`config.mk`:
```
export PLATFORM = sky130hd
export DESIGN_NAME = cmd_stream_arbiter
export DESIGN_NICKNAME = d
export VERILOG_FILES = /design/src/rtl/cmd_stream_arbiter.sv
export SDC_FILE = /design/constraint.sdc
export NUM_CORES = 1
export LEC_CHECK = 0
export ABC_AREA = 1
export CORE_MARGIN = 1
export CORE_UTILIZATION = 43
export CTS_BUF_LIST = sky130_fd_sc_hd__clkbuf_8
export DETAILED_ROUTE_END_ITERATION = 6
export PLACE_DENSITY = 0.76
export SYNTH_ARGS = -nofsm -noshare
export SYNTH_HDL_FRONTEND = slang
export SYNTH_SLANG_ARGS = --single-unit
```
`constraint.sdc`:
```
create_clock -name gtx_clk_bufg -period 4.1 [get_ports gtx_clk_bufg]
set_input_delay 0.82 -clock gtx_clk_bufg [delete_from_list [all_inputs] [get_ports gtx_clk_bufg]]
set_output_delay 0.82 -clock gtx_clk_bufg [all_outputs]
set_load 0.1 [all_outputs]
```
`src/rtl/cmd_stream_arbiter.sv`:
```
// Two-source command stream arbiter.
// Picks one AXI-Stream source per frame (round-robin on ties), checks that the
// first word of the frame is MAGIC, then passes the frame through with zero
// latency. A bad header drains the frame silently. A source that stalls
// mid-frame is cut off with a synthetic ABORT_WORD beat and its remainder is
// drained. Every rejected or aborted frame pulses drop_pulse and bumps a
// saturating drop counter.
module cmd_stream_arbiter #(
    parameter logic [31:0] MAGIC          = 32'h57575757,
    parameter int unsigned TIMEOUT_CYCLES = 1024,
    parameter logic [31:0] ABORT_WORD     = 32'hDEADDEAD
) (
    input  logic        gtx_clk_bufg,
    input  logic        gtx_resetn,
    input  logic [31:0] s0_axis_tdata,
    input  logic        s0_axis_tvalid,
    input  logic        s0_axis_tlast,
    output logic        s0_axis_tready,
    input  logic [31:0] s1_axis_tdata,
    input  logic        s1_axis_tvalid,
    input  logic        s1_axis_tlast,
    output logic        s1_axis_tready,
    output logic [31:0] m_axis_tdata,
    output logic        m_axis_tvalid,
    output logic        m_axis_tlast,
    input  logic        m_axis_tready,
    output logic [1:0]  grant,
    output logic        drop_pulse,
    output logic [15:0] drop_count
);

    typedef enum logic [2:0] {
        ST_IDLE  = 3'd0,
        ST_HDR   = 3'd1,
        ST_PASS  = 3'd2,
        ST_ABORT = 3'd3,
        ST_DROP  = 3'd4
    } state_e;

    localparam logic [1:0]  GNT_NONE = 2'b00;
    localparam logic [1:0]  GNT_S0   = 2'b01;
    localparam logic [1:0]  GNT_S1   = 2'b10;
    // Counter value at which a starved PASS frame is given up on.
    localparam logic [15:0] TO_LAST  = 16'(TIMEOUT_CYCLES - 32'd1);

    state_e      state_q, state_d;
    logic [1:0]  grant_q, grant_d;
    logic [1:0]  last_grant_q, last_grant_d;
    logic [15:0] cnt_q, cnt_d;
    logic [15:0] drop_count_q;

    logic [31:0] sel_tdata_s;
    logic        sel_tvalid_s;
    logic        sel_tlast_s;
    logic        sel_tready_s;
    logic [1:0]  pick_s;

    // Route the granted source onto a common set of signals.
    always_comb begin
        if (grant_q == GNT_S1) begin
            sel_tdata_s  = s1_axis_tdata;
            sel_tvalid_s = s1_axis_tvalid;
            sel_tlast_s  = s1_axis_tlast;
        end else if (grant_q == GNT_S0) begin
            sel_tdata_s  = s0_axis_tdata;
            sel_tvalid_s = s0_axis_tvalid;
            sel_tlast_s  = s0_axis_tlast;
        end else begin
            sel_tdata_s  = 32'h0000_0000;
            sel_tvalid_s = 1'b0;
            sel_tlast_s  = 1'b0;
        end
    end

    // Round-robin choice: on a tie the source not served last wins.
    always_comb begin
        if (s0_axis_tvalid && s1_axis_tvalid) begin
            pick_s = (last_grant_q == GNT_S1) ? GNT_S0 : GNT_S1;
        end else if (s0_axis_tvalid) begin
            pick_s = GNT_S0;
        end else if (s1_axis_tvalid) begin
            pick_s = GNT_S1;
        end else begin
            pick_s = GNT_NONE;
        end
    end

    // Next-state, grant, timeout counter and stream outputs.
    always_comb begin
        state_d       = state_q;
        grant_d       = grant_q;
        last_grant_d  = last_grant_q;
        cnt_d         = cnt_q;
        m_axis_tdata  = 32'h0000_0000;
        m_axis_tvalid = 1'b0;
        m_axis_tlast  = 1'b0;
        sel_tready_s  = 1'b0;
        drop_pulse    = 1'b0;
        case (state_q)
            ST_IDLE: begin
                if (pick_s != GNT_NONE) begin
                    grant_d      = pick_s;
                    last_grant_d = pick_s;
                    cnt_d        = 16'd0;
                    state_d      = ST_HDR;
                end else begin
                    state_d = ST_IDLE;
                end
            end
            ST_HDR: begin
                if (sel_tvalid_s && (sel_tdata_s == MAGIC)) begin
                    m_axis_tdata  = sel_tdata_s;
                    m_axis_tvalid = 1'b1;
                    m_axis_tlast  = sel_tlast_s;
                    sel_tready_s  = m_axis_tready;
                    if (m_axis_tready) begin
                        cnt_d   = 16'd0;
                        state_d = sel_tlast_s ? ST_IDLE : ST_PASS;
                        grant_d = sel_tlast_s ? GNT_NONE : grant_q;
                    end else begin
                        state_d = ST_HDR;
                    end
                end else if (sel_tvalid_s) begin
                    // Bad header: swallow the word and flag the frame as dropped.
                    sel_tready_s = 1'b1;
                    drop_pulse   = 1'b1;
                    cnt_d        = 16'd0;
                    state_d      = sel_tlast_s ? ST_IDLE : ST_DROP;
                    grant_d      = sel_tlast_s ? GNT_NONE : grant_q;
                end else begin
                    state_d = ST_HDR;
                end
            end
            ST_PASS: begin
                m_axis_tdata  = sel_tdata_s;
                m_axis_tvalid = sel_tvalid_s;
                m_axis_tlast  = sel_tlast_s;
                sel_tready_s  = m_axis_tready;
                if (sel_tvalid_s && m_axis_tready) begin
                    cnt_d = 16'd0;
                    if (sel_tlast_s) begin
                        state_d = ST_IDLE;
                        grant_d = GNT_NONE;
                    end else begin
                        state_d = ST_PASS;
                    end
                end else if (sel_tvalid_s) begin
                    // Backpressure from the decoder is not source starvation.
                    cnt_d = cnt_q;
                end else if (cnt_q == TO_LAST) begin
                    state_d = ST_ABORT;
                end else begin
                    cnt_d = cnt_q + 16'd1;
                end
            end
            ST_ABORT: begin
                m_axis_tdata  = ABORT_WORD;
                m_axis_tvalid = 1'b1;
                m_axis_tlast  = 1'b1;
                if (m_axis_tready) begin
                    drop_pulse = 1'b1;
                    state_d    = ST_DROP;
                end else begin
                    state_d = ST_ABORT;
                end
            end
            ST_DROP: begin
                sel_tready_s = 1'b1;
                if (sel_tvalid_s && sel_tlast_s) begin
                    cnt_d   = 16'd0;
                    state_d = ST_IDLE;
                    grant_d = GNT_NONE;
                end else if (sel_tvalid_s) begin
                    cnt_d = 16'd0;
                end else begin
                    state_d = ST_DROP;
                end
            end
            default: begin
                state_d = ST_IDLE;
                grant_d = GNT_NONE;
            end
        endcase
    end

    // Only the granted source ever sees tready.
    assign s0_axis_tready = (grant_q == GNT_S0) && sel_tready_s;
    assign s1_axis_tready = (grant_q == GNT_S1) && sel_tready_s;
    assign grant          = grant_q;
    assign drop_count     = drop_count_q;

    // FSM state, grant ownership and timeout counter registers.
    always_ff @(posedge gtx_clk_bufg or negedge gtx_resetn) begin
        if (!gtx_resetn) begin
            state_q      <= ST_IDLE;
            grant_q      <= GNT_NONE;
            last_grant_q <= GNT_S1;
            cnt_q        <= 16'd0;
        end else begin
            state_q      <= state_d;
            grant_q      <= grant_d;
            last_grant_q <= last_grant_d;
            cnt_q        <= cnt_d;
        end
    end

    // Saturating count of dropped and aborted frames.
    always_ff @(posedge gtx_clk_bufg or negedge gtx_resetn) begin
        if (!gtx_resetn) begin
            drop_count_q <= 16'd0;
        end else if (drop_pulse && (drop_count_q != 16'hFFFF)) begin
            drop_count_q <= drop_count_q + 16'd1;
        end else begin
            drop_count_q <= drop_count_q;
        end
    end

endmodule

```
==> flow_metrics.tcl, run 1 <==
set metrics [dict create \
    grt_overflow_total 0 \
    ys_ff_latch 39 \
    setup_viol 0 \
    crit_fanout 20 \
    grt_first_pass_wirelength_mm 19.22 \
    slew_headroom_pct 34.52 \
    fillers 787 \
    r2r_slack_ps 1200 \
    wl_per_cell_um 14.75 \
    r2r-start "grant[1]" \
    postCtsSetupRepairBufs 0 \
    ant_nets 0 \
    instances_no_fill 832 \
    die_y_um 94.40 \
    worst-setup-path-type "reg2out" \
    ys_types 37 \
    via_per_inst 5.452 \
    fp.dieArea_mm2 0.008910 \
    antenna_cells 0 \
    grt_pass1_vias 4015 \
    hold_class "reg2reg" \
    worstMarginPinSlew_ps 979.1 \
    finalCritPeriodShare_pct 93.61 \
    hpwl_mm 9.198 \
    cp.arrival_ps 3020 \
    cts_made_buffers 5 \
    seq_power_share_pct 25.7 \
    drt-total-wl_mm 12.27 \
    cts_max_level 2 \
    clkTransAtPathRegs_ps 80 \
    status "finished, final reports clean" \
    setup_ws_ps 261.8 \
    synth_area_leaders "dfrtp_1 (26%), nand2_1 (25%), nand3_1 (11%), inv_1 (5.8%), nand4_1 (4.8%)" \
    start_util_pct 44.45 \
    critical_path.startpoint "grant[1]" \
    grt_start_max_net_pins 40 \
    clkPwrFrac_pct 16.6 \
    drv_slew 0 \
    die_x_um 94.40 \
    startpoint_type "flip-flop" \
    clockBufferDepth 2 \
    synthToLayoutAreaGrowth_pct 44.38 \
    synth_most_common_cell "nand2_1" \
    synth_top_cell_area_share_pct 25.90 \
    multiInputGateArea_mm2 0.002332 \
    required_ps 3280 \
    drc 0 \
    syn-cell-area_mm2 0.003671 \
    powerDensity_mw_per_mm2 396.9 \
    layout.nets 799 \
    synth_nets 687 \
    hold_viol 0 \
    hold_buffers 0 \
    synth_cells 614 \
    vias 4536 \
    cts_tree "done" \
    p_comb_share_pct 57.7 \
    switchingPower_w 0.001122 \
    timing.setup.tns_ps 0 \
    drtIter0Drc 335 \
    swShare_pct 53.32 \
    min-delay-start "cnt_q[3]" \
    core_area_mm2 0.008258 \
    yosysWarnings 0 \
    synthArstFlopShare_pct 100.0 \
    clockRootBuffer "clkbuf_8" \
    port_buffers 125 \
    gp_congestion 0.8898 \
    clock.fmax_mhz 260.5 \
    skew_ps 5.964 \
    first_pass_iters 5 \
    rsz0062_at_grt "false" \
    num_rows 33 \
    drive_gt1_share_pct 10.32 \
    cts_sinks 39 \
    yosysTopAreaCell "dfrtp_1" \
    period_needed_ps 3838 \
    syn_avg_cell_area_um2 5.979 \
    seq_area_um2 982.2 \
    grt_use_total_pct 27.33 \
    worstSkewPairLatency_ps 300 \
    place_inst 824 \
    synthTopCellsByCount "nand2_1 (244), nand3_1 (79), inv_1 (57)" \
    intPower_w 0.0009820 \
    detailedPlace.worstSlack_ps 423.9 \
    end_kind "output port" \
    vdd_drop_max_mv 0.6947 \
    ios 126 \
    cap_violations 0 \
    synth_edf_count 0 \
    leakagePower_nw 2.533 \
    synthFlopType "dfrtp_1" \
    antenna_found_initial 0 \
    yosysSeqAreaShare_pct 26.62 \
]
[repair_timing]
item / 4_1_cts / 5_1_grt
gates resized for setup: 0 / 1
endpoints found under the setup margin: 0 / 4
endpoints found under the hold margin: 0 / 0
[worst paths after layout]
kind / endpoint / cells past startpoint
worst max register to register: cnt_q[9] / 11
worst min-delay path: cnt_q[3] / 2
min in group asynchronous: cnt_q[11] / 1
max in group asynchronous: grant[1] / 1
worst max-delay path: m_axis_tlast / 11
worst min register to register: cnt_q[3] / 2
[state kept, by name, indices dropped and copies added, names as in the netlist]
register      cells
cnt_q            16
state_q           3
drop_count       16
grant             2
last_grant_q      2
[routing by layer]
metal  part of all wire (%)  track usage [%]  up-vias  wire length [µm]
li1                       -                -     2219                 -
met1                     41            34.60     2072              4974
met2                     49            48.43      226              6019
met3                    8.9            4.187       19              1090
met4                    1.5            6.667        0               187
met5                      0                0        -                 0
[cell families after synthesis]
| group | synth area share [%] |
|---|---|
| compound gates | 8.283 |
| xor+xnor | 3.340 |
| fa+ha+maj | 0.6816 |
| buf+inv | 10.05 |
| flops | 26.62 |
| simple gates | 51.02 |
[cell usage in the layout (no fill, tap or decap), types with 4 or more instances in the layout]
| master | instances |
|---|---|
| nand3_1 | 79 |
| nor2_1 | 37 |
| nand2_1 | 244 |
| o21ai_0 | 13 |
| inv_1 | 57 |
| clkbuf_8 | 6 |
| clkdlybuf4s50_1 | 87 |
| buf_4 | 17 |
| xor2_1 | 11 |
| or2_2 | 4 |
| buf_12 | 25 |
| a21oi_1 | 13 |
| nand4_1 | 28 |
| nor3_1 | 15 |
| dfrtp_1 | 36 |
| o21ai_1 | 10 |
| o211ai_1 | 5 |
[area by class of cell]
| cell class | instances | area share [%] |
|---|---|---|
| Clock inverter | 2 | 0.7318 |
| Sequential cell | 39 | 18.53 |
| Timing Repair Buffer | 130 | 28.38 |
| Clock buffer | 6 | 1.558 |
| Multi-Input combinational cell | 489 | 44.00 |
| Tap cell | 105 | 2.479 |
| Inverter | 61 | 4.320 |
[metrics by stage]
stage | util [%] | hold slack (ps) | total power (W) | area [µm²]
finish | 64.18 | 509.8 | 0.002104 | 5300
global route | 64.18 | 530.4 | 0.002240 | 5300
CTS | 64.15 | 511.4 | 0.002100 | 5298
detailed placement | 62.68 | 492.3 | 0.001750 | 5176
global placement | 62.68 | 489.8 | 0.001731 | 5176
floorplan | - | 464.3 | 0.001434 | 3681
[worst max-delay path, cell delays in order, from the launching register on]
cell	delay [ps]
dfrtp_4	600
inv_2	170
nor2_4	360
nand2_1	120
nand2_2	190
inv_1	200
nor2_1	180
nand3_1	110
nand2_1	100
inv_2	120
o21ai_1	350
buf_12	230
[power by group through the flow]
stage	clock network, W	registers (W)	logic (W)
final	0.000349	0.000541	0.00121
after global routing	0.000367	0.000552	0.00132
after CTS	0.000352	0.000535	0.00121
after detailed placement	0	0.000542	0.00121
after global placement	0	0.000540	0.00119
after floorplan	0	0.000692	0.000742
(Power assumes the default switching activity.)
==> run 2: changes to the inputs <==
- REMOVE_ABC_BUFFERS: not set -> 1
==> run 2 against run 1 <==
Compared with the run above: sequential power shrank 6.1%; fmax rose by 0.64%; total power down 3.7%; clock power decreased by 28%; critical path type unchanged; combinational power up 4%; core utilization is 0.17 points lower; critical endpoint is now m_axis_tdata[17]; largest cell class unchanged; setup slack improved by 24 ps.
==> flow_metrics.tcl, run 2 (same netlist as run 1, synthesis figures left out) <==
set metrics [dict create \
    status "finished, final reports clean" \
    powerDensity_mw_per_mm2 383.0 \
    slew_headroom_pct 34.48 \
    clkTransAtPathRegs_ps 80 \
    worst-setup-path-type "reg2out" \
    wl_per_cell_um 14.30 \
    finalCritPeriodShare_pct 93.02 \
    drt-total-wl_mm 11.94 \
    layout.nets 802 \
    grt_util_met1_pct 33.13 \
    fp.dieArea_mm2 0.008910 \
    crit_chain "inv_2 > nor2_8 > nand2_1 > nand2_2 > inv_1 > nor2_1 > nand3_1 > nand2_1 > inv_2 > a21oi_1 > buf_12" \
    path_buf_inv 4 \
    ant_nets 0 \
    grt_first_pass_wirelength_mm 18.88 \
    first_pass_iters 5 \
    grt-busiest-layer "met2" \
    skew_ps 5.325 \
    drive_gt1_share_pct 10.00 \
    cp_top_family "simple AND/OR/NAND/NOR gates" \
    fillers 766 \
    instances_no_fill 835 \
    cts_max_level 2 \
    core_area_mm2 0.008258 \
    via_per_inst 5.302 \
    vias 4427 \
    rsz0062_at_grt "false" \
    final_cell_mix "nand2_1 (244), clkdlybuf4s50_1 (87), nand3_1 (79), inv_1 (58), dfrtp_1 (38)" \
    drv_slew 0 \
    cts_made_buffers 5 \
    drtIter0Drc 236 \
    crit_fanout 24 \
    vdd_drop_max_mv 0.4927 \
    cts_tree "done" \
    antenna_found_initial 0 \
    ios 126 \
    use_met2_pct 47.40 \
    clockBufferDepth 2 \
    hold_viol 0 \
    cp_slowest_cell "dfrtp_1" \
    synthToLayoutAreaGrowth_pct 44.00 \
    grt_pass1_vias 4067 \
    start_util_pct 44.45 \
    cp.arrival_ps 2990 \
    utilization_pct 64.02 \
    leakagePower_nw 2.540 \
    grt_use_total_pct 26.54 \
    grt_start_max_net_pins 40 \
    worstSkewPairLatency_ps 290 \
    critPathMaxStageDelay_ps 500 \
    die_y_um 94.40 \
    final_common_cell "nand2_1" \
    cts_sinks 39 \
    drc 0 \
    clockRootBuffer "clkbuf_8" \
    met3_usage_pct 4.106 \
    startpoint_type "flip-flop" \
    hold_class "reg2reg" \
    cap_violations 0 \
    antenna_cells 0 \
    setup_viol 0 \
    period_needed_ps 3814 \
    gp_congestion 0.9223 \
    hpwl_mm 8.886 \
    num_rows 33 \
    clock.fmax_mhz 262.2 \
    worstMarginPinSlew_ps 979.8 \
    die_x_um 94.40 \
    grt_overflow_total 0 \
    required_ps 3280 \
    port_buffers 125 \
    place_inst 826 \
    end_kind "output port" \
]
run 2: cell count changes in the layout (fill, tap and decap cells not counted), moves of 2 or more:
cell and delta:
a21oi_1 +2, a21oi_2 -2, buf_4 +2, dfrtp_1 +2, o21ai_0 +8, o21ai_1 -8
run 2: metrics by stage:
step,instance area (µm²),hold slack [ps],total power [W],setup TNS (ps),worst slack (ps)
2_1_floorplan,3531,464.3,0.001349,-24870,-1926
3_5_place_dp,5181,494.1,0.001748,0,300.0
3_3_place_gp,5181,492.0,0.001733,0,361.6
5_1_grt,5286,543.3,0.002165,0,70.22
6_report,5286,503.0,0.002025,0,286.2
4_1_cts,5266,510.6,0.002011,0,170.2
run 2: final cells by class:
type / instances / area, µm² / area share (%)
clock buffers: 5 / 68.82 / 1.302
clock inverters: 3 / 16.27 / 0.3077
inverters: 61 / 229.0 / 4.331
multi-input cells: 489 / 2325 / 43.98
flip-flops and latches: 39 / 977.2 / 18.49
well taps: 105 / 131.4 / 2.485
repair buffers: 133 / 1539 / 29.11
run 2: worst register-to-register path, stage by stage, from the launching register on:
cell,delay [ps]
dfrtp_1,500
inv_2,230
nor2_8,350
nand2_1,120
nand2_2,160
inv_1,210
nor2_1,190
buf_4,160
nand4_4,300
nand3_2,400
nand2_1,100
nand2_1,70
run 2: path summary, 6_finish.rpt:
check | to | depth (start not counted) | slack (ps) | startpoint
hold / removal | cnt_q[3] | 2 | 500 | cnt_q[3]
hold reg to reg | cnt_q[3] | 2 | 500 | cnt_q[3]
setup reg to reg | cnt_q[15] | 11 | 1240 | grant[0]
setup / recovery | m_axis_tdata[17] | 11 | 290 | grant[0]
min in group asynchronous | grant[1] | 1 | 630 | gtx_resetn
max in group asynchronous | cnt_q[10] | 1 | 2930 | gtx_resetn
run 2: per-layer routing:
layer	share of wire, %	vias up
met1	41	2024
met2	49	171
li1	-	2219
met5	0	-
met4	1.4	0
met3	8.2	13
run 2: where the power goes:
part / total (W) / switching [W] / internal [W]
Sequential: 0.000508 / 0.0000720 / 0.000436
Clock: 0.000253 / 0.000136 / 0.000116
Combinational: 0.00126 / 0.000893 / 0.000371
run 2: repair_timing:
action,4_1_cts,5_1_grt
resized for setup,0,1
endpoints found under the setup margin,0,1
buffers inserted,0,1
hold buffers,0,0
==> run 3: changes to the inputs <==
- CELL_PAD_IN_SITES_DETAIL_PLACEMENT: not set -> 1
- CELL_PAD_IN_SITES_GLOBAL_PLACEMENT: not set -> 1
- CORE_UTILIZATION: 43 -> 34
- PLACE_DENSITY: 0.76 -> not set
- PLACE_DENSITY_LB_ADDON: not set -> 0.1
- RECOVER_POWER: not set -> 100
==> run 3 against run 2 <==
Compared with the run above: the flow now finishes with violations (max-capacitance violations, max-slew violations); die area grew 26%; sequential power shrank 4%; cell count grew 4.1%; setup slack lost 44 ps; fmax shrank 1.2%; non-clock buffer count grew 2; cell area shrank 6.0%; sequential share of layout area grew 1.2 points; via count grew 3.4%; critical path type unchanged.
==> flow_metrics.tcl, run 3 (same netlist as run 1, synthesis figures left out) <==
set metrics [dict create \
    status "finished with violations" \
    violations "max-capacitance violations, max-slew violations" \
    drive_gt1_share_pct 8.186 \
    num_rows 37 \
    start_util_pct 35.24 \
    grt_start_max_net_pins 40 \
    min-delay-start "last_grant_q[1]" \
    finalPower_w 0.002111 \
    antenna_found_initial 0 \
    hold_class "reg2reg" \
    r2r-start "grant[0]" \
    ant_nets 0 \
    drc 0 \
    final_cell_mix "nand2_1 (246), nand3_1 (80), clkdlybuf4s50_1 (67), inv_1 (57), dfrtp_1 (38)" \
    detailedPlace.worstSlack_ps 466.8 \
    grt_use_total_pct 25.54 \
    end_kind "output port" \
    grt_pass1_vias 4643 \
    r2r_slack_ps 370 \
    via_per_inst 5.269 \
    period_needed_ps 3858 \
    setup_viol 0 \
    worstMarginPinSlew_ps 2197 \
    fp.dieArea_mm2 0.01122 \
    skew_ps 7.258 \
    synthToLayoutAreaGrowth_pct 35.41 \
    use_met2_pct 43.98 \
    cts_tree "done" \
    r2r-end "cnt_q[3]" \
    drtIter0Drc 187 \
    leakagePower_nw 2.471 \
    seq_area_um2 977.2 \
    r2r_cells 13 \
    rsz0062_at_grt "false" \
    worst-setup-path-type "reg2out" \
    port_buffers 125 \
    clockRootBuffer "clkbuf_8" \
    grt_first_pass_wirelength_mm 23.36 \
    layout.nets 805 \
    hold_viol 0 \
    ios 126 \
    cts_made_buffers 5 \
    setup_ws_ps 241.8 \
    grt_util_met1_pct 33.91 \
    cap_violations 1 \
    drt-total-wl_mm 14.33 \
    holdWs_ps 516.7 \
    grt_overflow_total 0 \
    clkTransAtPathRegs_ps 80 \
    die_y_um 105.9 \
    first_pass_iters 4 \
    grt-busiest-layer "met2" \
    final_common_cell "nand2_1" \
    worstSkewPairLatency_ps 300 \
    hold_depth 2 \
    antenna_cells 0 \
    multiInputGateArea_mm2 0.002306 \
    hpwl_mm 10.63 \
    hold_end "last_grant_q[1]" \
    slew_headroom_pct -46.48 \
    fillers 1435 \
    crit_fanout 18 \
    drv_slew 40 \
    required_ps 3280 \
    core_area_mm2 0.01042 \
    gp_congestion 0.8878 \
    cts_sinks 39 \
    wl_per_cell_um 16.49 \
    vias 4579 \
    startpoint_type "flip-flop" \
    critical_path.startpoint "grant[0]" \
    powerDensity_mw_per_mm2 424.7 \
    finalCritPeriodShare_pct 94.10 \
    die_x_um 105.9 \
    clock.fmax_mhz 259.2 \
    cp.arrival_ps 3040 \
    met3_usage_pct 3.556 \
    cts_max_level 2 \
    vdd_drop_max_mv 0.2753 \
    clockBufferDepth 2 \
]
run 3: cell count changes in the layout (fill, tap and decap cells not counted), moves of 8 or more:
| cell | change |
|---|---|
| dlygate4sd3_1 | +19 |
| buf_12 | -25 |
| clkbuf_4 | +8 |
| clkdlybuf4s50_1 | -20 |
| clkbuf_1 | +14 |
run 3: what timing repair did:
action	4_1_cts	5_1_grt
resized for setup	0	1
hold buffers	0	0
setup buffers	0	0
endpoints found under the setup margin	0	16
run 3: layout make-up:
cell class | instances | area share, %
clock inverter | 3 | 0.8809
timing repair buffer | 135 | 23.66
clock buffer | 5 | 1.384
tap | 136 | 3.423
multi-input combinational | 490 | 46.39
inverter | 61 | 4.606
sequential | 39 | 19.66
run 3: how the worst max path moves through the flow:
stage	cells past startpoint	slack, ps	endpoint
after floorplan	10	-1930	m_axis_tlast
after global placement	12	500	m_axis_tlast
after detailed placement	11	470	m_axis_tlast
after CTS	14	210	m_axis_tlast
after global routing	13	20	cnt_q[3]
final	14	240	m_axis_tdata[1]
run 3: power breakdown:
| part | switching (W) | internal (W) |
|---|---|---|
| sequential | 0.0000527 | 0.000436 |
| combinational | 0.000959 | 0.000327 |
| clock | 0.000155 | 0.000182 |
| total | 0.00117 | 0.000945 |
run 3: routing by layer:
metal / vias up / wire length [µm]
met5: - / 0
met3: 15 / 643
met2: 118 / 6741
met4: 0 / 153
li1: 2234 / -
met1: 2212 / 6792
run 3: per-stage QoR:
stage | area, µm² | instances | setup TNS (ps) | util, %
floorplan | 3531 | 589 | -24870 | -
global route | 4971 | 869 | 0 | 47.72
finish | 4971 | 869 | 0 | 47.72
detailed placement | 5240 | 860 | 0 | 50.31
global placement | 5240 | 860 | 0 | 50.31
CTS | 5353 | 868 | 0 | 51.39
run 3: critical path, stage by stage (launching register included):
cell	delay, ps
dfrtp_1	420
buf_4	230
inv_2	210
nor2_8	280
nand2_1	90
nand2_1	90
nand2_1	90
nor2_1	150
nand2_1	110
nor2_4	160
nand3_1	110
nand2_1	110
inv_2	110
a21oi_1	120
buf_2	450
